`src/rtl/risc_pkg.sv`:
```
// Shared types and constants for the RISC-V front end.
// Contents: IFU FSM state type, buffered fetch entry payload, NOP encoding,
// base opcode constants and a word-alignment helper.
package risc_pkg;

  localparam int unsigned XLEN = 32;

  localparam logic [31:0] NOP_INSTR = 32'h0000_0013;

  localparam logic [6:0] OP_LOAD   = 7'b000_0011;
  localparam logic [6:0] OP_STORE  = 7'b010_0011;
  localparam logic [6:0] OP_R      = 7'b011_0011;
  localparam logic [6:0] OP_I      = 7'b001_0011;
  localparam logic [6:0] OP_BRANCH = 7'b110_0011;
  localparam logic [6:0] OP_JAL    = 7'b110_1111;

  typedef enum logic [1:0] {
    S_BOOT  = 2'd0,
    S_RUN   = 2'd1,
    S_DRAIN = 2'd2
  } ifu_state_t;

  // One buffered fetch: address of the word and the word itself
  typedef struct packed {
    logic [XLEN-1:0] pc;
    logic [XLEN-1:0] instr;
  } fetch_entry_t;

  // Force a byte address onto a 32-bit word boundary
  function automatic logic [XLEN-1:0] word_align(input logic [XLEN-1:0] addr);
    return {addr[XLEN-1:2], 2'b00};
  endfunction

endpackage

```
`src/rtl/ifu_fifo.sv`:
```
// Instruction buffer: synchronous FIFO of {pc, instr} entries.
// Ports:
//   clk, rst_n          clock, asynchronous active-low reset
//   i_push / i_data     write an entry (ignored when full)
//   i_pop               remove the head entry (ignored when empty)
//   i_clear             drop every entry; wins over push and pop
//   o_head              current head entry (undefined when empty)
//   o_count             number of stored entries
//   o_empty / o_full    occupancy flags
module ifu_fifo
  import risc_pkg::*;
#(
  parameter int unsigned DEPTH = 2
) (
  input  logic                           clk,
  input  logic                           rst_n,
  input  logic                           i_push,
  input  fetch_entry_t                   i_data,
  input  logic                           i_pop,
  input  logic                           i_clear,
  output fetch_entry_t                   o_head,
  output logic [$clog2(DEPTH+1)-1:0]     o_count,
  output logic                           o_empty,
  output logic                           o_full
);

  localparam int unsigned PW = (DEPTH > 1) ? $clog2(DEPTH) : 1;
  localparam int unsigned CW = $clog2(DEPTH + 1);

  fetch_entry_t  r_mem [DEPTH];
  logic [PW-1:0] r_wr_ptr;
  logic [PW-1:0] r_rd_ptr;
  logic [CW-1:0] r_count;
  logic          w_do_push;
  logic          w_do_pop;

  assign o_empty   = (r_count == '0);
  assign o_full    = (r_count == CW'(DEPTH));
  assign o_count   = r_count;
  assign o_head    = r_mem[r_rd_ptr];
  assign w_do_push = i_push && !o_full;
  assign w_do_pop  = i_pop && !o_empty;

  // Pointer and occupancy bookkeeping; DEPTH is a power of two so pointers wrap naturally
  always_ff @(posedge clk or negedge rst_n) begin
    if (!rst_n) begin
      r_wr_ptr <= '0;
      r_rd_ptr <= '0;
      r_count  <= '0;
    end else if (i_clear) begin
      r_wr_ptr <= '0;
      r_rd_ptr <= '0;
      r_count  <= '0;
    end else begin
      if (w_do_push) r_wr_ptr <= r_wr_ptr + PW'(1);
      if (w_do_pop)  r_rd_ptr <= r_rd_ptr + PW'(1);
      case ({w_do_push, w_do_pop})
        2'b10:   r_count <= r_count + CW'(1);
        2'b01:   r_count <= r_count - CW'(1);
        default: r_count <= r_count;
      endcase
    end
  end

  // Storage needs no reset: entries are only read while counted valid
  always_ff @(posedge clk) begin
    if (w_do_push) r_mem[r_wr_ptr] <= i_data;
  end

endmodule

```
`src/rtl/instr_fetch_unit.sv`:
```
// Instruction fetch unit: holds the PC, issues word fetches to instruction
// memory, buffers returned words and presents them decoded into fields.
// Redirects flush the buffer and discard responses of wrong-path fetches.
// Optional feature macro: IFU_PERF_CNT_EN builds the fetch/flush counters;
// without it perf_fetch_cnt and perf_flush_cnt are tied to zero.
// Ports:
//   clk, rst_n                        clock, asynchronous active-low reset
//   imem_req_valid/ready/addr         fetch request handshake
//   imem_rsp_valid/data               in-order fetch responses, no backpressure
//   redirect_valid/redirect_pc        taken branch/jump target
//   instr_valid/ready, instr, instr_pc buffered instruction to decode
//   opcode..funct7                    instruction fields of instr
//   perf_fetch_cnt, perf_flush_cnt    delivered instructions / redirects
module instr_fetch_unit
  import risc_pkg::*;
#(
  parameter logic [31:0] RESET_PC        = 32'h0000_0000,
  parameter int unsigned FIFO_DEPTH      = 2,
  parameter int unsigned MAX_OUTSTANDING = 2
) (
  input  logic        clk,
  input  logic        rst_n,
  output logic        imem_req_valid,
  input  logic        imem_req_ready,
  output logic [31:0] imem_req_addr,
  input  logic        imem_rsp_valid,
  input  logic [31:0] imem_rsp_data,
  input  logic        redirect_valid,
  input  logic [31:0] redirect_pc,
  output logic        instr_valid,
  input  logic        instr_ready,
  output logic [31:0] instr,
  output logic [31:0] instr_pc,
  output logic [6:0]  opcode,
  output logic [2:0]  funct3,
  output logic [6:0]  funct7,
  output logic [4:0]  rd,
  output logic [4:0]  rs1,
  output logic [4:0]  rs2,
  output logic [31:0] perf_fetch_cnt,
  output logic [31:0] perf_flush_cnt
);

  localparam int unsigned OW = $clog2(MAX_OUTSTANDING + 1);
  localparam int unsigned CW = $clog2(FIFO_DEPTH + 1);

  ifu_state_t    r_state;
  ifu_state_t    w_state_nxt;
  logic [31:0]   r_fetch_pc;
  logic [31:0]   r_rsp_pc;
  logic [31:0]   w_redirect_pc;
  logic [OW-1:0] r_outstanding;
  logic [OW-1:0] r_drop_cnt;
  logic [OW-1:0] w_drop_nxt;
  logic [OW-1:0] w_out_after_rsp;
  logic          w_rsp_accept;
  logic          w_rsp_drop;
  logic          w_push;
  logic          w_pop;
  logic          w_req_fire;
  logic          w_credit_ok;
  logic [CW-1:0] w_fifo_count;
  logic          w_fifo_empty;
  logic          w_fifo_full;
  fetch_entry_t  w_head;
  fetch_entry_t  w_push_data;

  assign w_redirect_pc = word_align(redirect_pc);

  // Responses with nothing in flight are stale (e.g. issued before a reset)
  assign w_rsp_accept    = imem_rsp_valid && (r_outstanding != '0);
  assign w_rsp_drop      = w_rsp_accept && (r_drop_cnt != '0);
  assign w_push          = w_rsp_accept && (r_drop_cnt == '0) && !redirect_valid;
  assign w_out_after_rsp = r_outstanding - OW'(w_rsp_accept);

  // Buffer credit counts in-flight fetches, including ones that will be dropped
  assign w_credit_ok = ((32'(w_fifo_count) + 32'(r_outstanding)) < FIFO_DEPTH) &&
                       (32'(r_outstanding) < MAX_OUTSTANDING);

  assign imem_req_valid = (r_state != S_BOOT) && w_credit_ok && !redirect_valid;
  assign imem_req_addr  = r_fetch_pc;
  assign w_req_fire     = imem_req_valid && imem_req_ready;

  // Kept responses are sequential from the last redirect target, so one PC tracks them
  assign w_push_data.pc    = r_rsp_pc;
  assign w_push_data.instr = imem_rsp_data;

  assign instr_valid = !w_fifo_empty;
  assign instr       = instr_valid ? w_head.instr : NOP_INSTR;
  assign instr_pc    = instr_valid ? w_head.pc : 32'h0000_0000;
  assign opcode      = instr[6:0];
  assign rd          = instr[11:7];
  assign funct3      = instr[14:12];
  assign rs1         = instr[19:15];
  assign rs2         = instr[24:20];
  assign funct7      = instr[31:25];
  assign w_pop       = instr_valid && instr_ready;

  // Drop counter: reload from in-flight fetches on redirect, else count discards down
  always_comb begin
    w_drop_nxt = r_drop_cnt;
    if (redirect_valid) begin
      w_drop_nxt = w_out_after_rsp;
    end else if (w_rsp_drop) begin
      w_drop_nxt = r_drop_cnt - OW'(1);
    end
  end

  // Next state: boot lasts one cycle, drain while wrong-path responses remain
  always_comb begin
    w_state_nxt = r_state;
    case (r_state)
      S_BOOT:          w_state_nxt = S_RUN;
      S_RUN, S_DRAIN:  w_state_nxt = (w_drop_nxt != '0) ? S_DRAIN : S_RUN;
      default:         w_state_nxt = S_BOOT;
    endcase
  end

  // State, PCs and in-flight accounting
  always_ff @(posedge clk or negedge rst_n) begin
    if (!rst_n) begin
      r_state       <= S_BOOT;
      r_fetch_pc    <= RESET_PC;
      r_rsp_pc      <= RESET_PC;
      r_outstanding <= '0;
      r_drop_cnt    <= '0;
    end else begin
      r_state       <= w_state_nxt;
      r_drop_cnt    <= w_drop_nxt;
      r_outstanding <= w_out_after_rsp + OW'(w_req_fire);
      if (redirect_valid) begin
        r_fetch_pc <= w_redirect_pc;
        r_rsp_pc   <= w_redirect_pc;
      end else begin
        if (w_req_fire) r_fetch_pc <= r_fetch_pc + 32'd4;
        if (w_push)     r_rsp_pc   <= r_rsp_pc + 32'd4;
      end
    end
  end

  ifu_fifo #(
    .DEPTH (FIFO_DEPTH)
  ) u_fifo (
    .clk     (clk),
    .rst_n   (rst_n),
    .i_push  (w_push),
    .i_data  (w_push_data),
    .i_pop   (w_pop),
    .i_clear (redirect_valid),
    .o_head  (w_head),
    .o_count (w_fifo_count),
    .o_empty (w_fifo_empty),
    .o_full  (w_fifo_full)
  );

`ifdef IFU_PERF_CNT_EN
  logic [31:0] r_perf_fetch;
  logic [31:0] r_perf_flush;

  // Free-running wrap-around event counters
  always_ff @(posedge clk or negedge rst_n) begin
    if (!rst_n) begin
      r_perf_fetch <= '0;
      r_perf_flush <= '0;
    end else begin
      if (w_pop)          r_perf_fetch <= r_perf_fetch + 32'd1;
      if (redirect_valid) r_perf_flush <= r_perf_flush + 32'd1;
    end
  end

  assign perf_fetch_cnt = r_perf_fetch;
  assign perf_flush_cnt = r_perf_flush;
`else
  assign perf_fetch_cnt = '0;
  assign perf_flush_cnt = '0;
`endif

  // A kept response must always find room in the buffer
  a_no_overflow: assert property (@(posedge clk) disable iff (!rst_n) !(w_push && w_fifo_full));

endmodule

```
`config.mk`:
```
export PLATFORM = sky130hd
export DESIGN_NAME = instr_fetch_unit
export DESIGN_NICKNAME = d
export VERILOG_FILES = /design/src/rtl/risc_pkg.sv /design/src/rtl/ifu_fifo.sv /design/src/rtl/instr_fetch_unit.sv
export SDC_FILE = /design/constraint.sdc
export NUM_CORES = 1
export LEC_CHECK = 0
export ABC_CLOCK_PERIOD_IN_PS = 6600
export CAP_MARGIN = 15
export CORE_MARGIN = 5
export CORE_UTILIZATION = 44
export DETAILED_ROUTE_END_ITERATION = 10
export PLACE_DENSITY_LB_ADDON = 0.2
export SLEW_MARGIN = 30
export SYNTH_ARGS = -nofsm -noshare
export SYNTH_HDL_FRONTEND = slang
export SYNTH_SLANG_ARGS = --single-unit
```
`constraint.sdc`:
```
create_clock -name clk -period 6.6 [get_ports clk]
set_input_delay 0.66 -clock clk [delete_from_list [all_inputs] [get_ports clk]]
set_output_delay 0.66 -clock clk [all_outputs]
set_load 0.02 [all_outputs]
```
### Word-level counts from Yosys, hierarchy flattened

Memories as Yosys holds them, arrays and structs flattened.
Index checks and enable logic that the tools add are counted.

* register bits: 74
* memory bits (writable): 128
* output and inout port bits: 194
* logic and storage cells: 71
* memories kept: 1

* $add $sub $neg: 10
* order comparisons: 2
* eq/ne operators: 5
* muxes and demuxes: 18
* reductions and logical operators: 27

Memory list
* u_fifo.r_mem: words 2, bits a word 64, read ports 1, clocked after Yosys merged registers in 0, write ports 1, line ifu_fifo.sv:30 `fetch_entry_t r_mem [DEPTH];`

Operator list (number)
* $mux W32: 6
* $add A32 B3 Y32 const B: 2
* $reduce_bool A2 Y1: 8
* $logic_and A1 B1 Y1: 11
* $mux W2: 4
* $pmux W2 S2: 2
* $eq A2 B2 Y1 const B: 3
* $logic_not A2 Y1: 3
* $mux W1: 6
* $eq A2 B1 Y1 const B: 2
* $sub A2 B1 Y2 const B: 2
* $add A2 B2 Y3: 1
* $logic_not A1 Y1: 3
* $lt A3 B2 Y1 const B: 1
* $reduce_bool A3 Y1: 1
* $add A1 B1 Y1 const B: 2
* $add A2 B1 Y2: 1
* $add A2 B1 Y2 const B: 1
* $lt A2 B2 Y1 const B: 1
* $reduce_or A2 Y1: 1
* $sub A2 B1 Y2: 1

### Logic depth before layout (Yosys ltp)

* word-level depth: 8
* gate-level depth with buffers: 9
* mapped depth without buffers: 8

### Cells and area by module

A second synthesis with hierarchy kept.

* cells, all modules: 817
* area total of the unflattened synthesis: 9805.7 µm²

Modules (own cells, without submodules)
* instr_fetch_unit: times used 1, cells each 594, area each 4993.5 µm², sequential area each 1651.6 µm²
* ifu_fifo: times used 1, cells each 223, area each 4812.1 µm², sequential area each 3943.8 µm²

### Worst setup path before layout

No wires, ideal clock.

* path kind: input -> register
* from: in imem_rsp_valid
* to: mem u_fifo.r_mem[1][0] in the netlist's numbering, enable pin
* library setup time: 0.571 ns
* arrival: 5.864 ns
* data required time: 6.029 ns
* slack: 0.164 ns
* cell stages on the path: 4
* buffers on the path: 0
* cell sequence: o21ai_0 -> nor2_1 -> o21ai_0 -> nor3b_1

* longest elaborated chain between the ends: 6

RTL lines
* start: declaration: line instr_fetch_unit.sv:26 `input logic imem_rsp_valid,`
* $logic_and A1 B1 Y1: line instr_fetch_unit.sv:71 `assign w_rsp_accept = imem_rsp_valid && (r_outstanding != '0);`
* $logic_and A1 B1 Y1 (2 in series): line instr_fetch_unit.sv:73 `assign w_push = w_rsp_accept && (r_drop_cnt == '0) && !redirect_valid;`
* $logic_and A1 B1 Y1: line ifu_fifo.sv:41 `assign w_do_push = i_push && !o_full;`
* $mux W1: line ifu_fifo.sv:67 `if (w_do_push) r_mem[r_wr_ptr] <= i_data;`
* $mux W1 (not written as such): line ifu_fifo.sv:67
* end: declaration: line ifu_fifo.sv:30

Every way passes these cells.

### Worst setup path after layout

* from: reg u_fifo.r_count[1], in the netlist u_fifo.o_count[1]
* to: out instr[4]

* longest elaborated chain between the ends: 2

RTL lines
* start: declaration: line ifu_fifo.sv:33 `logic [CW-1:0] r_count;`
* start signal: assignment: line ifu_fifo.sv:58 `2'b10: r_count <= r_count + CW'(1);`
* start signal: assignment: line ifu_fifo.sv:59 `2'b01: r_count <= r_count - CW'(1);`
* start signal: assignment: line ifu_fifo.sv:60 `default: r_count <= r_count;`
* $logic_not A2 Y1: line ifu_fifo.sv:37 `assign o_empty = (r_count == '0);`
* $mux W32: line instr_fetch_unit.sv:89 `assign instr = instr_valid ? w_head.instr : NOP_INSTR;`
* end: declaration: line instr_fetch_unit.sv:32 `output logic [31:0] instr,`

Every way passes these cells.

==> impl_results.md <==
- Critical Path End Type: output pin
- Sequential cell area: 0.00548 sq mm
- Post-DRT Antenna Nets: 0
- Final non-filler cell area: 0.0116 sq mm
- Worst slew margin: 37.5%
- Ys Warns: 0
- DRT Pass-1 Iters: 7
- Initial antenna violation count: 0
- DRC violations left: 0
- Multi-input logic area: 0.00318 sq mm
- Grt total ovfl: 0
- Clock transition at the registers of the reported paths: 0.07 ns
- Num rows: 53
- Post-Route WL: 21,100 microns
- CTS max path bufs: 2
- Area growth syn-to-layout: 24.6%
- Vias per cell: 5.13
- Status: complete, no violations
- CP startpoint kind: register
- Mapped Avg Cell Area: 11.6 sq um
- Worst-Margin Slew: 0.930 ns
- Final Util: 55.4%
- Number of synthesized flops with an enable pin: 124
- Setup violators final: 0
- Initial Util: 44.5%
- Worst-Skew Late Latency: 0.42 ns
- Die ar.: 0.0242 sq mm
- Vias in the first global route: 6,126
- Critical Path Slowest Stage Cell: clkdlybuf4s50_1
- Fin Clk Skew: 0.0129 ns
- Worst reg2reg startpoint: u_fifo.o_count[0]
- Slew Viols, Final: 0
- CTS root buffer: clkbuf_16
- WP data required: 5.94 ns
- CTS tree: done
- TNS Setup: 0 ns
- RR Endpoint: imem_req_addr[7]
- R2R cell count: 8
- Hold Crit Class: primary input to async pin
- Setup slack, reg-to-reg: 3.34 ns
- DIE WIDTH: 156 microns
- IO buf count: 193
- RSZ-0062 raised after global routing: false
- Synth unique cells: 53
- Synth Register Bits: 194
- Maxcap violations: 0
- Post-CTS Resized: 0
- Hold buffer count at CTS: 0
- N_diodes: 0
- Mapped Area: 0.00932 sq mm
- Worst Setup SP: u_fifo.o_count[1]
- Net count, final: 1,036
- Synth Flop Type: edfxtp_1
- Max Freq: 278 MHz
- Final Critical Period: 3.59 ns
- Peak VDD IR: 0.160 mV
- Drt initial violations: 361
- Max FO, Critical Path: 36
- Setup CP Type: register to output pin
- Cells after Synth: 801
- LEAKAGE: 4.13 nW
- GP Congestion: 0.797
- CTS Sinks: 194
- Total number of vias: 6,390
- Most frequent cells in the layout: clkdlybuf4s50_1, edfxtp_1, nor2_1
- Final period util: 54.4%
- Post-CTS Setup Bufs: 0
- Hold violation count in the final report: 0
- Layout cells sized above 1: 5.88%
- Global-route wire length before repair: 32,900 microns
- Num CTS Buffers: 17
- Filler instances: 1,851
- Largest net degree at the start of global routing: 76
- Post-DP HPWL: 14,400 microns
- Core ar.: 0.0210 sq mm
- Crit path largest cell delay: 0.62 ns
- Commonest non-fill, non-tap cell in the layout: clkdlybuf4s50_1
- H-Tree Depth: 4
- Post-Place Setup Slack: 3.00 ns
- GRT Overall Usage: 17.1%
- Final worst slack: 3.01 ns
- Area of placed instances: 0.0111 sq mm
- Sequential cell area fraction in the yosys report: 58.7%
- DIE HEIGHT: 156 microns
- PD cells: 285 mW/mm^2
- Crit path cell chain: nor2_4 > buf_4 > inv_1 > nand2_1 > clkdlybuf4s50_1
- IO Pins: 264
- Asr flop ratio synth: 36.1%
- Worst EP arrival: 2.93 ns
- WL per Instance: 16.9 microns
Yosys cell counts (2+ instances only):
| master | number | share of area [%] |
|---|---|---|
| o311ai_1 | 2 | 0.19 |
| nand3_1 | 40 | 2.1 |
| inv_1 | 19 | 0.77 |
| xor2_1 | 25 | 2.3 |
| or3_1 | 4 | 0.27 |
| nand2b_1 | 2 | 0.13 |
| o211ai_1 | 19 | 1.5 |
| ha_1 | 7 | 0.94 |
| mux2i_1 | 63 | 6.8 |
| dfrtp_1 | 70 | 19 |
| nor4_4 | 2 | 0.46 |
| and3_1 | 10 | 0.67 |
| o21ai_0 | 45 | 2.4 |
| nor2_1 | 84 | 3.4 |
| nor3b_1 | 3 | 0.24 |
| nor4_1 | 3 | 0.20 |
| a31o_2 | 3 | 0.28 |
| nand2_1 | 58 | 2.3 |
| buf_4 | 100 | 8.1 |
| xnor2_1 | 8 | 0.75 |
| and2_1 | 4 | 0.27 |
| o311ai_0 | 9 | 0.85 |
| nor3_1 | 8 | 0.43 |
| clkbuf_1 | 22 | 0.89 |
| edfxtp_1 | 124 | 40 |
| or2_2 | 2 | 0.13 |
| a41oi_1 | 3 | 0.28 |
| a21oi_1 | 12 | 0.64 |
| buf_1 | 7 | 0.28 |
| a31oi_1 | 4 | 0.27 |
| or4_1 | 2 | 0.16 |
| nand4_1 | 16 | 1.1 |
worst max-delay path: cells and delay by family (launching register included):
family,cells,cell delay (ns)
DFF,1,0.48
buffers and inverters,3,1.36
and+or+nand+nor,2,0.65
worst max-delay path by stage:
stage | slack, ns | end
6_report | 3.01 | instr[4]
5_1_grt | 2.76 | opcode[0]
4_1_cts | 2.88 | instr[4]
3_5_place_dp | 3.00 | imem_req_addr[28]
3_3_place_gp | 3.00 | imem_req_addr[28]
2_1_floorplan | 0.16 | u_fifo.r_mem[1][0]
area by class of cell:
| type | instances | area share (%) |
|---|---|---|
| sequential | 194 | 47.2 |
| multi-input combinational | 524 | 27.4 |
| timing repair buffer | 201 | 17.1 |
| clock buffer | 20 | 3.76 |
| tap | 275 | 2.96 |
| clock inverter | 11 | 0.969 |
| inverter | 20 | 0.646 |
cells by family after synthesis:
kind of cell / synth area share, %
AO/OA/AOI/OAI: 7.13
XOR/XNOR: 3.10
adder cells (fa/ha/maj): 1.15
buffers and inverters: 10.1
flip-flops: 58.7
multiplexers: 6.89
other: 0.0402
AND/OR/NAND/NOR: 12.9
per-stage QoR:
stage | hold WS [ns] | cells | power, mW
6_report | 0.328 | 1245 | 3.32
5_1_grt | 0.386 | 1245 | 3.48
4_1_cts | 0.471 | 1245 | 3.35
3_5_place_dp | 0.506 | 1214 | 2.37
3_3_place_gp | 0.498 | 1214 | 2.36
2_1_floorplan | 0.364 | 868 | 2.07
sequential cells by signal (all words and copies together), names as in the netlist:
name	count
imem_req_addr	30
r_outstanding	2
u_fifo.r_mem	124
u_fifo.r_wr_ptr	1
r_rsp_pc	30
r_drop_cnt	2
r_state	2
u_fifo.r_rd_ptr	1
u_fifo.o_count	2
per-layer routing:
layer	wire length [microns]	vias to the layer above	GRT usage, %
li1	-	3018	-
met1	9650	3100	24.5
met2	9720	256	26.7
met3	1470	16	3.83
met4	250	0	4.59
met5	0	-	0
report_power, final:
part | total, mW | internal (mW) | switching, mW
Sequential | 1.51 | 1.41 | 0.105
Clock | 0.975 | 0.553 | 0.423
Combinational | 0.827 | 0.353 | 0.474
Total | 3.32 | 2.31 | 1.00
Power figures use the tool's default switching activity.
